==> src/rtl/snake_pkg.sv <==
// Shared snake-game definitions: direction encoding and helpers used by the
// button front end and by the game core.
package snake_pkg;

    typedef enum logic [1:0] {
        DIR_UP    = 2'd0,
        DIR_DOWN  = 2'd1,
        DIR_LEFT  = 2'd2,
        DIR_RIGHT = 2'd3
    } dir_t;

    localparam int N_BUTTONS   = 4;
    localparam int QUEUE_DEPTH = 2;

    // Up/down and left/right differ only in bit 0, so flipping it reverses.
    function automatic dir_t opposite(input dir_t d);
        return dir_t'({d[1], ~d[0]});
    endfunction

endpackage

==> src/rtl/arrow_input_if.sv <==
// Board-button and game-core handshake signals of the arrow input block.
interface arrow_input_if #(
    parameter int SEED_W = 26
);
    logic              arrow_up;
    logic              arrow_down;
    logic              arrow_left;
    logic              arrow_right;
    logic              step;
    logic [1:0]        arrow;
    logic              press;
    logic [SEED_W-1:0] seed;

    modport master (
        output arrow_up,
        output arrow_down,
        output arrow_left,
        output arrow_right,
        output step,
        input  arrow,
        input  press,
        input  seed
    );

    modport slave (
        input  arrow_up,
        input  arrow_down,
        input  arrow_left,
        input  arrow_right,
        input  step,
        output arrow,
        output press,
        output seed
    );
endinterface

==> src/rtl/arrow_input_debounce.sv <==
// One button channel: 2-flop synchroniser, stability-counting debouncer and a
// registered one-cycle pulse on each debounced 0->1 transition.
module debounce #(
    parameter int CYCLES = 200_000
) (
    input  logic clk,
    input  logic reset,
    input  logic raw_i,
    output logic rise_o
);
    localparam int CW = (CYCLES > 1) ? $clog2(CYCLES) : 1;

    logic          sync1_q;
    logic          sync2_q;
    logic          level_q;
    logic          level_d;
    logic          rise_q;
    logic          rise_d;
    logic [CW-1:0] cnt_q;
    logic [CW-1:0] cnt_d;

    // Any sample that agrees with the current level restarts the count.
    always_comb begin
        level_d = level_q;
        rise_d  = 1'b0;
        cnt_d   = '0;
        if (sync2_q != level_q) begin
            if (cnt_q == CW'(CYCLES - 1)) begin
                level_d = sync2_q;
                rise_d  = sync2_q;
            end else begin
                cnt_d = cnt_q + 1'b1;
            end
        end
    end

    always_ff @(posedge clk) begin
        if (!reset) begin
            sync1_q <= 1'b0;
            sync2_q <= 1'b0;
            level_q <= 1'b0;
            rise_q  <= 1'b0;
            cnt_q   <= '0;
        end else begin
            sync1_q <= raw_i;
            sync2_q <= sync1_q;
            level_q <= level_d;
            rise_q  <= rise_d;
            cnt_q   <= cnt_d;
        end
    end

    assign rise_o = rise_q;

endmodule

==> src/rtl/arrow_input.sv <==
// Arrow-button front end: per-button conditioning, priority select, reversal
// rejection, 2-entry direction queue and press-sampled apple seed.
module arrow_input
    import snake_pkg::*;
#(
    parameter int DEBOUNCE_CYCLES = 200_000,
    parameter int SEED_W          = 26
) (
    input  logic          clk,
    input  logic          reset,
    arrow_input_if.slave  bus
);
    logic [N_BUTTONS-1:0] raw_norm;
    logic [N_BUTTONS-1:0] rise;

    // Bit order matches dir_t; up/down buttons are active-low on the board.
    assign raw_norm = {bus.arrow_right, bus.arrow_left, ~bus.arrow_down, ~bus.arrow_up};

    for (genvar gi = 0; gi < N_BUTTONS; gi++) begin : g_btn
        debounce #(
            .CYCLES (DEBOUNCE_CYCLES)
        ) u_debounce (
            .clk    (clk),
            .reset  (reset),
            .raw_i  (raw_norm[gi]),
            .rise_o (rise[gi])
        );
    end

    logic win_valid;
    dir_t win_dir;

    always_comb begin
        win_valid = |rise;
        win_dir   = DIR_UP;
        if (rise[0]) begin
            win_dir = DIR_UP;
        end else if (rise[1]) begin
            win_dir = DIR_DOWN;
        end else if (rise[2]) begin
            win_dir = DIR_LEFT;
        end else if (rise[3]) begin
            win_dir = DIR_RIGHT;
        end
    end

    dir_t              arrow_q;
    dir_t              arrow_d;
    dir_t              head_q;
    dir_t              head_d;
    dir_t              tail_q;
    dir_t              tail_d;
    logic [1:0]        count_q;
    logic [1:0]        count_d;
    logic [SEED_W-1:0] ctr_q;
    logic [SEED_W-1:0] ctr_d;
    logic [SEED_W-1:0] seed_q;
    logic [SEED_W-1:0] seed_d;
    dir_t              ref_dir;
    logic              pop;
    logic              accept;

    // Pop first so a press in the same cycle sees the post-step reference
    // and can use the slot the step just freed.
    always_comb begin
        arrow_d = arrow_q;
        head_d  = head_q;
        tail_d  = tail_q;
        count_d = count_q;
        seed_d  = seed_q;
        ctr_d   = ctr_q + SEED_W'(1);
        ref_dir = arrow_q;
        accept  = 1'b0;

        pop = bus.step && (count_q != 2'd0);
        if (pop) begin
            arrow_d = head_q;
            head_d  = tail_q;
            count_d = count_q - 2'd1;
        end

        if (count_d == 2'd2) begin
            ref_dir = tail_d;
        end else if (count_d == 2'd1) begin
            ref_dir = head_d;
        end else begin
            ref_dir = arrow_d;
        end

        accept = win_valid
              && (win_dir != ref_dir)
              && (win_dir != opposite(ref_dir))
              && (count_d != 2'(QUEUE_DEPTH));

        if (accept) begin
            if (count_d == 2'd0) begin
                head_d = win_dir;
            end else begin
                tail_d = win_dir;
            end
            count_d = count_d + 2'd1;
            seed_d  = seed_q ^ ctr_q;
        end
    end

    always_ff @(posedge clk) begin
        if (!reset) begin
            arrow_q <= DIR_DOWN;
            head_q  <= DIR_UP;
            tail_q  <= DIR_UP;
            count_q <= 2'd0;
            ctr_q   <= '0;
            seed_q  <= '0;
        end else begin
            arrow_q <= arrow_d;
            head_q  <= head_d;
            tail_q  <= tail_d;
            count_q <= count_d;
            ctr_q   <= ctr_d;
            seed_q  <= seed_d;
        end
    end

    assign bus.arrow = arrow_q;
    assign bus.press = win_valid;
    assign bus.seed  = seed_q;

endmodule

==> src/flat_wrapper.sv <==
// flat-port wrapper written by rule: the top's interface ports become plain ports
module arrow_input_flat import snake_pkg::*;
#(
    parameter int DEBOUNCE_CYCLES = 200_000,
    parameter int SEED_W          = 26
)
  (clk, reset, bus_arrow_up, bus_arrow_down, bus_arrow_left, bus_arrow_right, bus_step, bus_arrow, bus_press, bus_seed);
  arrow_input_if #(.SEED_W(SEED_W)) bus_i ();
  input  logic clk;
  input  logic reset;
  input wire logic [$bits(bus_i.arrow_up)-1:0] bus_arrow_up;
  input wire logic [$bits(bus_i.arrow_down)-1:0] bus_arrow_down;
  input wire logic [$bits(bus_i.arrow_left)-1:0] bus_arrow_left;
  input wire logic [$bits(bus_i.arrow_right)-1:0] bus_arrow_right;
  input wire logic [$bits(bus_i.step)-1:0] bus_step;
  output wire logic [$bits(bus_i.arrow)-1:0] bus_arrow;
  output wire logic [$bits(bus_i.press)-1:0] bus_press;
  output wire logic [$bits(bus_i.seed)-1:0] bus_seed;
  assign bus_i.arrow_up = bus_arrow_up;
  assign bus_i.arrow_down = bus_arrow_down;
  assign bus_i.arrow_left = bus_arrow_left;
  assign bus_i.arrow_right = bus_arrow_right;
  assign bus_i.step = bus_step;
  assign bus_arrow = bus_i.arrow;
  assign bus_press = bus_i.press;
  assign bus_seed = bus_i.seed;
  arrow_input #(.DEBOUNCE_CYCLES(DEBOUNCE_CYCLES), .SEED_W(SEED_W)) u_core (.clk(clk), .reset(reset), .bus(bus_i));
endmodule
==> config.mk <==
export PLATFORM = sky130hd
export DESIGN_NAME = arrow_input_flat
export DESIGN_NICKNAME = d
export VERILOG_FILES = /design/src/rtl/snake_pkg.sv /design/src/rtl/arrow_input_if.sv /design/src/rtl/arrow_input_debounce.sv /design/src/rtl/arrow_input.sv /design/src/flat_wrapper.sv
export SDC_FILE = /design/constraint.sdc
export NUM_CORES = 1
export LEC_CHECK = 0
export BUFFER_PORTS_ARGS = -buffer_cell sky130_fd_sc_hd__buf_2
export CAP_MARGIN = 20
export CORE_ASPECT_RATIO = 2
export CORE_MARGIN = 1
export CORE_UTILIZATION = 55
export DETAILED_ROUTE_END_ITERATION = 16
export PLACE_DENSITY = 0.76
export SETUP_SLACK_MARGIN = 0.1
export SYNTH_ARGS = -nofsm -noshare
export SYNTH_HDL_FRONTEND = slang
export SYNTH_HIERARCHICAL = 1
export SYNTH_SLANG_ARGS = --single-unit
export TNS_END_PERCENT = 10
==> constraint.sdc <==
create_clock -name clk -period 2.75 [get_ports clk]
set_clock_uncertainty 0.05 [all_clocks]
set_input_delay 0.1375 -clock clk [delete_from_list [all_inputs] [get_ports clk]]
set_output_delay 0.1375 -clock clk [all_outputs]
set_load 0.005 [all_outputs]
# Yosys cells after proc, flatten, opt, wreduce, memory -nomap -nowiden
# Cells that the tools add are included.
[word_totals]
input_bits = 7
word_cells = 88
rom_bits = 0
mem_bits_rw = 0
mem_count = 0
ff_bits = 148
latchBits = 0
[op_classes]
n_reduce_logical = 20
div_mod_pow = 0
n_mul = 0
magnitude_cmp = 0
mux = 12
shifts = 0
addsub = 7
bitwise = 10
eq_ne = 13
[ops]
columns = ["cell", "n"]
rows = [
  ["$add A18 B1 Y18 const B", 4],
  ["$eq A18 B18 Y1 const B", 4],
  ["$add A26 B1 Y26 const B", 1],
  ["$xor A26 B26 Y26", 1],
  ["$mux W2", 12],
  ["$reduce_and A3 Y1", 4],
  ["$reduce_or A3 Y1", 4],
  ["$reduce_and A2 Y1", 5],
  ["$not A1 Y1", 9],
  ["$logic_and A1 B1 Y1", 4],
  ["$ne A1 B1 Y1", 4],
  ["$ne A2 B2 Y1", 2],
  ["$reduce_or A4 Y1", 1],
  ["$add A2 B1 Y2 const B", 1],
  ["$eq A2 B1 Y1 const B", 1],
  ["$eq A2 B2 Y1 const B", 1],
  ["$logic_not A2 Y1", 1],
  ["$ne A2 B2 Y1 const B", 1],
  ["$reduce_bool A2 Y1", 1],
  ["$sub A2 B1 Y2 const B", 1],
]

# Longest topological paths before layout
[depth]
word_depth = 11
depth_mapped = 13
depth_no_buf = 10

# Modules after synthesis
# The synthesis kept the hierarchy.
[by_module_without_submodules]
columns = ["module", "seq_area_each_um2", "cells_each", "area_per_inst_um2", "n_inst"]
rows = [
  ["debounce", 440.4, 104, 984.7, 4],
  ["arrow_input", 1201.2, 406, 3364.5, 1],
]

# Worst setup path after synthesis
# No wires, ideal clock.
[synth_path]
kind = "reg-to-reg"
startpoint = "register u_core.count_q[0]"
endpoint = "register u_core.tail_q[0]"
n_path_buf = 2
path_stages_with_launch = 13
t_required_ns = 2.628
setup_ns = 0.072
slack_ns = 0.029
t_arrival_ns = 2.599
path_cell_list = "dfxtp_1 -> inv_1 -> ha_1 -> nand2b_1 -> buf_2 -> xnor2_1 -> inv_1 -> ha_1 -> mux2i_1 -> mux2i_2 -> buf_2 -> mux2i_1 -> mux2i_1"
[synth_via]
elab_chain_len = 11
word_cells_on_any_way = 20
classes_between = "add/sub: 1; eq/ne: 5; mux: 5; bitwise: 2; reduce/logical: 7"
[synth_rtl]
columns = ["element", "line_no", "rtl"]
rows = [
  ["start, declared", "arrow_input.sv:53", "logic [1:0] count_q;"],
  ["start signal, assigned", "arrow_input.sv:118", "count_q <= count_d;"],
  ["branches (longest 10 deep; another with $sub A2 B1 Y2)", "n/a", ""],
  ["$reduce_and A2 Y1 (no line) (*)", "n/a", ""],
  ["end signal, assigned", "arrow_input.sv:117", "tail_q <= tail_d;"],
  ["end, declared", "arrow_input.sv:51", "dir_t tail_q;"],
]
# Mark *: on every way between the ends.
# A chain may end at the register's enable or synchronous reset.

# Worst setup path after layout
[layout_path]
startpoint = "register u_core.count_q[0]"
endpoint = "register u_core.seed_q[7], in the netlist u_core/bus.seed[7]"
[layout_via]
elab_chain_len = 10
word_cells_on_any_way = 17
classes_between = "add/sub: 1; eq/ne: 5; mux: 5; bitwise: 1; reduce/logical: 5"
[layout_rtl]
columns = ["element", "line_no", "rtl"]
rows = [
  ["branches (longest 9 deep; another with $sub A2 B1 Y2)", "n/a", ""],
  ["$logic_and A1 B1 Y1 (*)", "arrow_input.sv:93", "&& (count_d != 2'(QUEUE_DEPTH));"],
  ["end signal, assigned", "arrow_input.sv:113", "seed_q <= '0;"],
  ["end signal, assigned", "arrow_input.sv:120", "seed_q <= seed_d;"],
  ["end, declared", "arrow_input.sv:57", "logic [SEED_W-1:0] seed_q;"],
]
# Marks and branches as above.

==> results.sh <==
export IMPL_status="completed"
export IMPL_die_x_um=83.5
export IMPL_cts_tree="done"
export IMPL_vdd_ir_drop_max_mv=0.626
export IMPL_crit_path_top_delay_cell="dfxtp_1"
export IMPL_clkTransAtPathRegs_ns=0.06
export IMPL_yosysWarnings=6
export IMPL_design_area_mm2=0.00843
export IMPL_syn_cell_area_mm2=0.00730
export IMPL_dp_hpwl_um=11500
export IMPL_layout_commonest_cell="dfxtp_1"
export IMPL_yosys_register_bits=148
export IMPL_clockRootBuffer="clkbuf_16"
export IMPL_vias_per_cell=6.06
export IMPL_min_period_ns=2.72
export IMPL_hold_class="input pin to register"
export IMPL_start_kind="register"
export IMPL_fmax_mhz=367
export IMPL_setup_worst_path_end_class="register"
export IMPL_critPathKind="register to register"
export IMPL_power_density_mw_per_mm2=576
export IMPL_cts_made_buffers=17
export IMPL_crit_required_ns=3.03
export IMPL_critical_path_cell_chain="inv_1 > ha_1 > and3b_1 > a21o_1 > ha_4 > mux2i_4 > mux2i_4 > buf_12 > clkbuf_16 > mux2i_1 > mux2i_1"
export IMPL_fin_setup_tns_ns=0
export IMPL_seq_power_share_pct=44.8
export IMPL_worstSkewPairLatency_ns=0.42
export IMPL_place_congestion=0.873
export IMPL_vias=6167
export IMPL_synth_top_flop_cell="dfxtp_1"
export IMPL_area_growth_pct=15.5
export IMPL_synth_fp_nets=838
export IMPL_sw_frac_of_total_pct=21.2
export IMPL_drv_cap=0
export IMPL_num_rows=59
export IMPL_p_int_uw=3820
export IMPL_setup_violations=0
export IMPL_first_pass_iters=5
export IMPL_io_buffers=35
export IMPL_n_antenna_cell=0
export IMPL_initial_core_util_pct=56.2
export IMPL_die_area_mm2=0.0138
export IMPL_synth_cells=822
export IMPL_drive_above_1_share_pct=13.3
export IMPL_die_y_um=165
export IMPL_nNetsFinal=869
export IMPL_power_uw=4860
export IMPL_cp_max_fo=8
export IMPL_grt_pass1_vias=6101
export IMPL_place_ws_ns=0.147
export IMPL_p_leak_uw=0.00290
export IMPL_drt_total_wl_um=17600
export IMPL_setup_ws_ns=0.0274
export IMPL_relSlewSlack_pct=46.1
export IMPL_hold_viol=0
export IMPL_htreeDepth=4
export IMPL_cts_sinks=148
export IMPL_ios=36
export IMPL_clk_path_buf_depth=2
export IMPL_min_period_over_period_pct=99.0
export IMPL_nFillCells=1015
export IMPL_p_clk_share_pct=50.9
export IMPL_synth_edf_count=0
export IMPL_p_switching_uw=1030
export IMPL_power_frac_comb_pct=4.3
export IMPL_place_area_mm2=0.00757
export IMPL_holdWs_ns=0.125
export IMPL_drt_iter0_markers=344
export IMPL_grt_overflow_total=0
export IMPL_wl_per_cell_um=17.3
export IMPL_critical_path_top_delay_family="multiplexers"
export IMPL_synth_async_sr_flop_share_pct=0
export IMPL_drc_errors=0
export IMPL_crit_buf_inv=3
export IMPL_ys_seq_area_share_pct=40.6
export IMPL_drv_slew=0
export IMPL_grt_antenna_before_repair=0
export IMPL_ys_types=48
export IMPL_grt_usage_pct=24.9
export IMPL_fp_coreArea_mm2=0.0130
export IMPL_crit_arrival_ns=3.00
export IMPL_grt_pass1_wl_um=27500
export IMPL_layout_common_cells="dfxtp_1, nor2_1, nand2_1"
export IMPL_grt_max_degree=35
export IMPL_antenna_left=0
export IMPL_crit_path_max_incr_delay_ns=0.31
export IMPL_tightest_slew_ns=0.808
export IMPL_syn_area_per_cell_um2=8.88
final cells by class:
type                            instances  area (um2)  area share, %
Clock buffer                           21         460           5.46
Clock inverter                         11         175           2.08
Inverter                               11        41.3          0.490
Multi-Input combinational cell        621        4170           49.4
Sequential cell                       148        2960           35.1
Tap cell                              152         190           2.26
Timing Repair Buffer                   54         434           5.15
cells in the mapped netlist (14+ instances only):
master	instances	area, um2
and2_1	23	144
and4_1	14	123
clkbuf_1	21	78.8
dfxtp_1	148	2960
mux2i_1	63	631
nand2_1	79	297
nand2b_1	27	169
nand3_1	72	360
nand4_1	42	263
nor2_1	83	312
nor3_1	14	70.1
nor4_1	20	125
xnor2_1	29	254
xor2_1	50	438
per-stage QoR:
| stage | std cells | util [%] |
|---|---|---|
| detailed placement | 977 | 58.3 |
| CTS | 1013 | 63.5 |
| global route | 1018 | 64.9 |
| global placement | 977 | 58.3 |
| floorplan | 822 | - |
| finish | 1018 | 64.9 |
worst register-to-register path, cell delays in order (launching register included):
cell       delay [ns]
dfxtp_1          0.31
inv_1            0.07
ha_1             0.30
and3b_1          0.19
a21o_1           0.23
ha_4             0.21
mux2i_4          0.19
mux2i_4          0.18
buf_12           0.15
clkbuf_16        0.17
mux2i_1          0.29
mux2i_1          0.30
state kept, by name (all words and copies together) (netlist names):
signal                           flops
u_core/count_q                       2
u_core/g_btn.u_debounce/rise_o       4
u_core/head_q                        2
u_core/g_btn.u_debounce/sync2_q      4
u_core/bus.seed                     26
u_core/g_btn.u_debounce/cnt_q       72
u_core/g_btn.u_debounce/level_q      4
u_core/g_btn.u_debounce/sync1_q      4
u_core/ctr_q                        26
u_core/tail_q                        2
u_core/bus.arrow                     2
timing repair:
| action | 4_1_cts | 5_1_grt |
|---|---|---|
| resized for setup | 0 | 16 |
| endpoints found under the hold margin | 4 | 0 |
| hold buffers | 4 | 0 |
| setup buffers | 0 | 1 |
| setup endpoints to repair | 0 | 30 |
cell families (layout without fill, tap and decap cells):
logic type | count (synthesis) | in the layout | synth area share, %
xor+xnor | 79 | 79 | 9.47
fa+ha+maj | 9 | 9 | 1.54
buf+inv | 53 | 97 | 3.55
mux | 65 | 65 | 8.98
simple gates | 416 | 416 | 30.1
flops | 148 | 148 | 40.6
compound gates | 52 | 52 | 5.81
layer usage:
layer	vias up	track usage, %	part of all wire, %
li1	2955	-	-
met1	2933	22.8	35
met2	210	50.3	57
met3	69	4.25	3.4
met4	0	14.3	5.0
met5	-	0	0
power groups by stage:
stage                     combinational (uW)  sequential, uW  clock [uW]
after floorplan                          126            2220           0
after global placement                   163            2220           0
after detailed placement                 172            2220           0
after CTS                                179            2170        2520
after global routing                     231            2180        2600
final                                    210            2180        2470
final timing paths:
kind,start,end,slack [ns],depth (start not counted)
worst min-delay path,reset,u_core/g_btn[2].u_debounce/rise_o,0.12,3
worst min register to register,u_core/g_btn[3].u_debounce/sync1_q,u_core/g_btn[3].u_debounce/sync2_q,0.38,1
worst max-delay path,u_core/count_q[0],u_core/bus.seed[7],0.03,11
worst max register to register,u_core/count_q[0],u_core/bus.seed[7],0.03,11
Power figures use the tool's default switching activity.
